**src/rtl/uart_work_loader.sv**
```systemverilog
// Assembles 44-byte miner work packets from UART byte strobes and presents
// them to the hashing core through a one-entry valid/ready output slot.
module uart_work_loader #(
    parameter int TIMEOUT_CYCLES = 1000000,
    parameter int IDLE_W         = 20
) (
    input  logic         clock,
    input  logic         reset,
    input  logic [7:0]   rx_data,
    input  logic         rx_valid,
    input  logic         work_ready,
    output logic         work_valid,
    output logic [255:0] work_midstate,
    output logic [95:0]  work_data,
    output logic [5:0]   byte_count,
    output logic         overrun,
    output logic         timeout_err
);

    typedef enum logic {
        EMPTY = 1'b0,
        FULL  = 1'b1
    } slot_e;

    localparam logic [IDLE_W-1:0] IDLE_LIM = IDLE_W'(TIMEOUT_CYCLES - 1);

    slot_e              slot_q, slot_d;
    // Only the newest 43 bytes can ever reach a packet, so no top byte is kept.
    logic [343:0]       sh_q, sh_d;
    logic [5:0]         cnt_q, cnt_d;
    logic [IDLE_W-1:0]  idle_q, idle_d;
    logic [255:0]       mid_q, mid_d;
    logic [95:0]        data_q, data_d;
    logic               ovr_q, ovr_d;
    logic               tmo_q, tmo_d;

    logic               take;
    logic               done;
    logic [351:0]       pkt;

    always_ff @(posedge clock or negedge reset) begin
        if (!reset) begin
            slot_q <= EMPTY;
            sh_q   <= '0;
            cnt_q  <= '0;
            idle_q <= '0;
            mid_q  <= '0;
            data_q <= '0;
            ovr_q  <= 1'b0;
            tmo_q  <= 1'b0;
        end else begin
            slot_q <= slot_d;
            sh_q   <= sh_d;
            cnt_q  <= cnt_d;
            idle_q <= idle_d;
            mid_q  <= mid_d;
            data_q <= data_d;
            ovr_q  <= ovr_d;
            tmo_q  <= tmo_d;
        end
    end

    always_comb begin
        slot_d = slot_q;
        sh_d   = sh_q;
        cnt_d  = cnt_q;
        idle_d = idle_q;
        mid_d  = mid_q;
        data_d = data_q;
        ovr_d  = ovr_q;
        tmo_d  = 1'b0;
        take   = (slot_q == FULL) && work_ready;
        done   = rx_valid && (cnt_q == 6'd43);
        pkt    = {sh_q, rx_data};

        if (take) begin
            slot_d = EMPTY;
        end

        if (rx_valid) begin
            sh_d   = pkt[343:0];
            idle_d = '0;
            if (done) begin
                cnt_d = '0;
                if ((slot_q == EMPTY) || take) begin
                    slot_d = FULL;
                    mid_d  = pkt[351:96];
                    data_d = pkt[95:0];
                end else begin
                    ovr_d = 1'b1;
                end
            end else begin
                cnt_d = cnt_q + 6'd1;
            end
        end else if (cnt_q == 6'd0) begin
            idle_d = '0;
        end else if (idle_q == IDLE_LIM) begin
            // Stalled sender: drop the partial packet and resync framing.
            cnt_d  = '0;
            idle_d = '0;
            tmo_d  = 1'b1;
        end else begin
            idle_d = idle_q + 1'b1;
        end
    end

    assign work_valid    = (slot_q == FULL);
    assign work_midstate = mid_q;
    assign work_data     = data_q;
    assign byte_count    = cnt_q;
    assign overrun       = ovr_q;
    assign timeout_err   = tmo_q;

endmodule

```
**config.mk**
```make
export PLATFORM = sky130hd
export DESIGN_NAME = uart_work_loader
export DESIGN_NICKNAME = d
export VERILOG_FILES = /design/src/rtl/uart_work_loader.sv
export SDC_FILE = /design/constraint.sdc
export NUM_CORES = 1
export LEC_CHECK = 0
export ABC_AREA = 1
export CAP_MARGIN = 20
export CORE_ASPECT_RATIO = 0.9
export CORE_UTILIZATION = 60
export DETAILED_ROUTE_END_ITERATION = 16
export DONT_BUFFER_PORTS = 1
export PLACE_DENSITY = 0.76
export REMOVE_ABC_BUFFERS = 1
export SYNTH_ARGS = -nofsm -noshare
export SYNTH_HDL_FRONTEND = slang
export SYNTH_SLANG_ARGS = --single-unit
```
**constraint.sdc**
```tcl
create_clock -name clock -period 2.5 [get_ports clock]
set_clock_uncertainty 0.05 [all_clocks]
set_input_delay 0.375 -clock clock [delete_from_list [all_inputs] [get_ports clock]]
set_output_delay 0.375 -clock clock [all_outputs]
set_load 0.01 [all_outputs]
```
# --- After elaboration in Yosys (flattened, before gate mapping) ---
# Cells that the tools add are included.
classes:
  n_addsub: 2
  eq_ne: 3
  n_mux: 14
  n_bitwise: 2
  n_reduce_logical: 8
ops:
  columns: ["operator", "count"]
  rows:
  - ["$mux 20", 3]
  - ["$mux 6", 4]
  - ["$add 20x1->20 const B", 1]
  - ["$eq 20x20->1 const B", 1]
  - ["$mux 1", 7]
  - ["$add 6x1->6 const B", 1]
  - ["$eq 6x6->1 const B", 1]
  - ["$logic_not 6->1", 1]
  - ["$reduce_and 3->1", 2]
  - ["$logic_and 1x1->1", 2]
  - ["$ne 2x2->1 const B", 1]
  - ["$not 1->1", 2]
  - ["$reduce_and 2->1", 1]
  - ["$reduce_bool 2->1", 1]
  - ["$logic_or 1x1->1", 1]
totals:
  ff_bits: 725
  input_bits: 12
  out_inout_bits: 361
  word_cells: 37

# --- Longest topological paths before layout ---
logic_depth:
  ltp_word: 5
  depth_mapped: 11
  mapped_depth_nobuf: 11

# --- Worst setup path after synthesis ---
# No wires, ideal clock.
synth_path:
  path_type: "register to register"
  from: "register cnt_q[0] (netlist: byte_count[0])"
  to: "register mid_q[197] (netlist: work_midstate[197])"
  setup_time_ps: 118
  t_arrival_ps: 1582
  slack_ps: 750
  path_stages_with_launch: 10
  path_buffers: 3
  period_less_slack_ps: 1750
  cell_sequence: "dfrtp_1 ha_1 nand3_1 nor3_2 nand3_1 buf_6 buf_6 buf_2 nand2_1 o21ai_2"
synth_between:
  elab_chain_len: 3
synth_lines:
  columns: ["item", "line", "rtl"]
  rows:
  - ["start, declared", "30", "logic [5:0] cnt_q, cnt_d;"]
  - ["start signal, assigned", "54", "cnt_q <= cnt_d;"]
  - ["$eq 6x6->1", "73", "done = rx_valid && (cnt_q == 6'd43);"]
  - ["$logic_and 1x1->1", "73", null]
  - ["$reduce_and 3->1 (no line)", null, null]
  - ["end signal, assigned", "56", "mid_q <= mid_d;"]
  - ["end, declared", "32", "logic [255:0] mid_q, mid_d;"]
# Every way passes these cells.
# A chain may end at the register's enable or synchronous reset.

# --- Worst setup path in the final report ---
layout_path:
  from: "register cnt_q[1] (netlist: byte_count[1])"
  to: "register data_q[48] (netlist: work_data[48])"
layout_between:
  elab_chain_len: 3
layout_lines:
  columns: ["item", "line", "rtl"]
  rows:
  - ["$eq 6x6->1", "73", null]
  - ["$logic_and 1x1->1", "73", null]
  - ["$reduce_and 3->1 (no line)", null, null]
  - ["end signal, assigned", "57", "data_q <= data_d;"]
  - ["end, declared", "33", "logic [95:0] data_q, data_d;"]
# Every way passes these cells.

==> flow_summary.yaml <==
yosys:
  synth.area.mux_share_pct: 0
  synth_ff_type: "dfrtp_1"
  synth_enable_flop_cells: 0
  ys_warn_count: 0
  synth_compound_area_share_pct: 15.3
  synthTopCellsByCount: "nand2_1 (749), dfrtp_1 (725), inv_1 (375), o21ai_0 (348), o21ai_2 (210)"
  syn_avg_cell_area_sq_um: 10.1
  synth-simple-area-share_pct: 11.3
  synth_area_sq_um: 28300
  synth_seq_cells: 725
  synth_top_cell_area_share_pct: 64.2
  synth_cells: 2812
  synth_xor_area_share_pct: 0.279
  yosysTopAreaCell: "dfrtp_1"
  synth-seq-area-share_pct: 64.2
  yosysMostFrequentCell: "nand2_1"
  yosys.cell_types.count: 25
  synthAdderAreaFrac_pct: 0.133
  ys_top_cells_by_area: "dfrtp_1 (64%), nand2_1 (9.9%), o21ai_2 (6.5%), o21ai_0 (6.2%), inv_1 (5.0%)"
  synthArstFlopShare_pct: 100
  synth_top_family_by_area: "compound AO/OA/AOI/OAI gates"
routing:
  met3WireLength_mm: 5.46
  wl_met2_mm: 29.1
  wirelength_mm: 61.2
  vias_per_cell: 5.31
  vias: 19402
  drtIter0Drc: 1447
  drc: 0
  first_pass_iters: 5
  top_layer: "met5"
  ant_nets: 0
  wl_per_cell_um: 16.8
  wirelength_met1_mm: 24.4
critical_path:
  reg2reg_depth: 9
  crit_fanout: 69
  crit_arrival_ns: 2.74
  path_class: "reg2reg"
  required_ns: 2.93
  critPathLaunchType: "flop"
  cp-end-kind: "flop"
cells_and_area:
  multi_input_area_sq_um: 7650
  n_fill_cell: 3178
  syn_to_final_growth_pct: 16.2
  final_util_pct: 70.6
  nets: 3007
  antenna_cells: 0
  layoutNonFillerInstCount: 3655
  seq_area_sq_um: 18100
  drive_above_1_share_pct: 11.1
clock_network:
  clkTransAtPathRegs_ns: 0.06
  clock-root-buffer: "clkbuf_16"
  cts_tree: "built"
  clock_latency_ns: 0.60
  htree_levels: 3
  hold_buffers: 239
  cts_buffers: 70
  numClockSinks: 725
  clockBufferDepth: 3
  cts-resized-gates: 0
  postCtsSetupRepairBufs: 0
global_route:
  antenna_found_initial: 1
  grt_use_total_pct: 26.0
  grt_max_degree: 726
  grt-ovfl-total: 0
  grt_pass1_vias: 19921
  grt_pass1_wl_mm: 100
sta:
  rsz0062_at_grt: "false"
  worst_slack_ns: 0.185
  whs_ns: -0.571
  worstMarginPinSlew_ns: 2.98
  slew_violations: 436
  hold_viol_final: 428
  fin_crit_ns: 2.32
  fmax_mhz: 432
  finalSetupViolCount: 0
  slew_headroom_pct: -98.9
  period_share_pct: 92.6
status:
  failed_checks: "hold timing, slew limit"
  status: "complete, but fails checks"
die:
  io_pins: 373
  core_sq_um: 46500
  dieArea_sq_um: 48000
  fp.dieW_um: 231
  die_y_um: 208
  num_rows: 75
  initial_core_util_pct: 60.7
run:
  maxCapViolCount: 0
pwr:
  powerDensity_nw_per_um2: 795
  ir_worst_vdd_v: 0.000575
  p_leak_nw: 15.5
min_path:
  hp-class: "in2async"
placement:
  dp_hpwl_mm: 33.4
  place_congestion: 0.871
  post-place-cells: 3297
  numPortBuffers: 0
  dp_slack_ns: 0.274
[routing by layer]
layer / global-route usage (%) / vias up
li1: - / 9182
met1: 32.5 / 9539
met2: 41.2 / 536
met3: 9.65 / 143
met4: 10.0 / 2
met5: 0 / -
[registers in the layout, summed over array words and instances (netlist names)]
name / cells
sh_q: 344
byte_count: 6
work_midstate: 256
work_valid: 1
idle_q: 20
timeout_err: 1
overrun: 1
work_data: 96
[where the power goes]
part	switching (mW)	internal [mW]	leakage, nW
Sequential	0.695	12.7	9.83
Combinational	1.28	1.19	4.56
Clock	4.33	5.88	1.08
Total	6.30	19.8	15.5
[path summary, 6_finish.rpt]
check | from | end | slack [ns]
hold / removal | reset | byte_count[5] | -0.57
hold reg to reg | sh_q[201] | sh_q[209] | 0.43
min in group clock | rx_valid | sh_q[25] | 0.40
max in group asynchronous | reset | sh_q[284] | 0.62
setup / recovery | byte_count[1] | work_data[48] | 0.18
setup reg to reg | byte_count[1] | work_data[48] | 0.18
[layout by cell type (no fill, tap or decap), drive strengths merged]
master / instances
ha: 3
a21oi: 3
clkinv: 6
dlygate4sd3: 237
nor3: 7
o31ai: 1
nand3: 23
xnor2: 3
clkbuf: 109
bufinv: 1
dfrtp: 725
nor2: 55
inv: 379
nand2: 749
nand3b: 1
o21bai: 2
xor2: 6
nand4: 2
o21ai: 698
or2: 2
buf: 27
[cell families (layout without fill, tap and decap cells)]
family | count (synthesis) | count (layout)
XOR/XNOR | 9 | 9
flip-flops | 725 | 725
AO/OA/AOI/OAI | 704 | 704
AND/OR/NAND/NOR | 839 | 839
buffers and inverters | 532 | 759
adder cells (fa/ha/maj) | 3 | 3
[critical path, stage by stage (launching register included)]
cell and delay (ns):
dfrtp_1 0.45, ha_1 0.23, nand3_1 0.10, nor3_2 0.30
nand3_4 0.16, buf_12 0.19, buf_12 0.20, buf_4 0.24
nand2_1 0.12, o21ai_1 0.10
[final cells by class]
type                       instances  area share, %
sequential                       725           55.2
multi-input combinational       1555           23.3
timing repair buffer             264           8.19
clock buffer                     109           6.40
inverter                         376           4.30
tap                              616           2.35
clock inverter                    10          0.274
[metrics by stage]
stage | TNS (ns) | power [mW] | hold slack [ns] | area [sq um]
6_report | 0 | 26.1 | -0.571 | 32900
5_1_grt | 0 | 27.2 | -0.613 | 32900
4_1_cts | 0 | 26.2 | -0.604 | 32900
3_5_place_dp | 0 | 15.2 | 0.0435 | 28200
3_3_place_gp | 0 | 15.0 | 0.0455 | 28200
2_1_floorplan | -5808.00 | 14.7 | 0.0294 | 27200
Note: power is estimated with default switching activity, not from simulation.
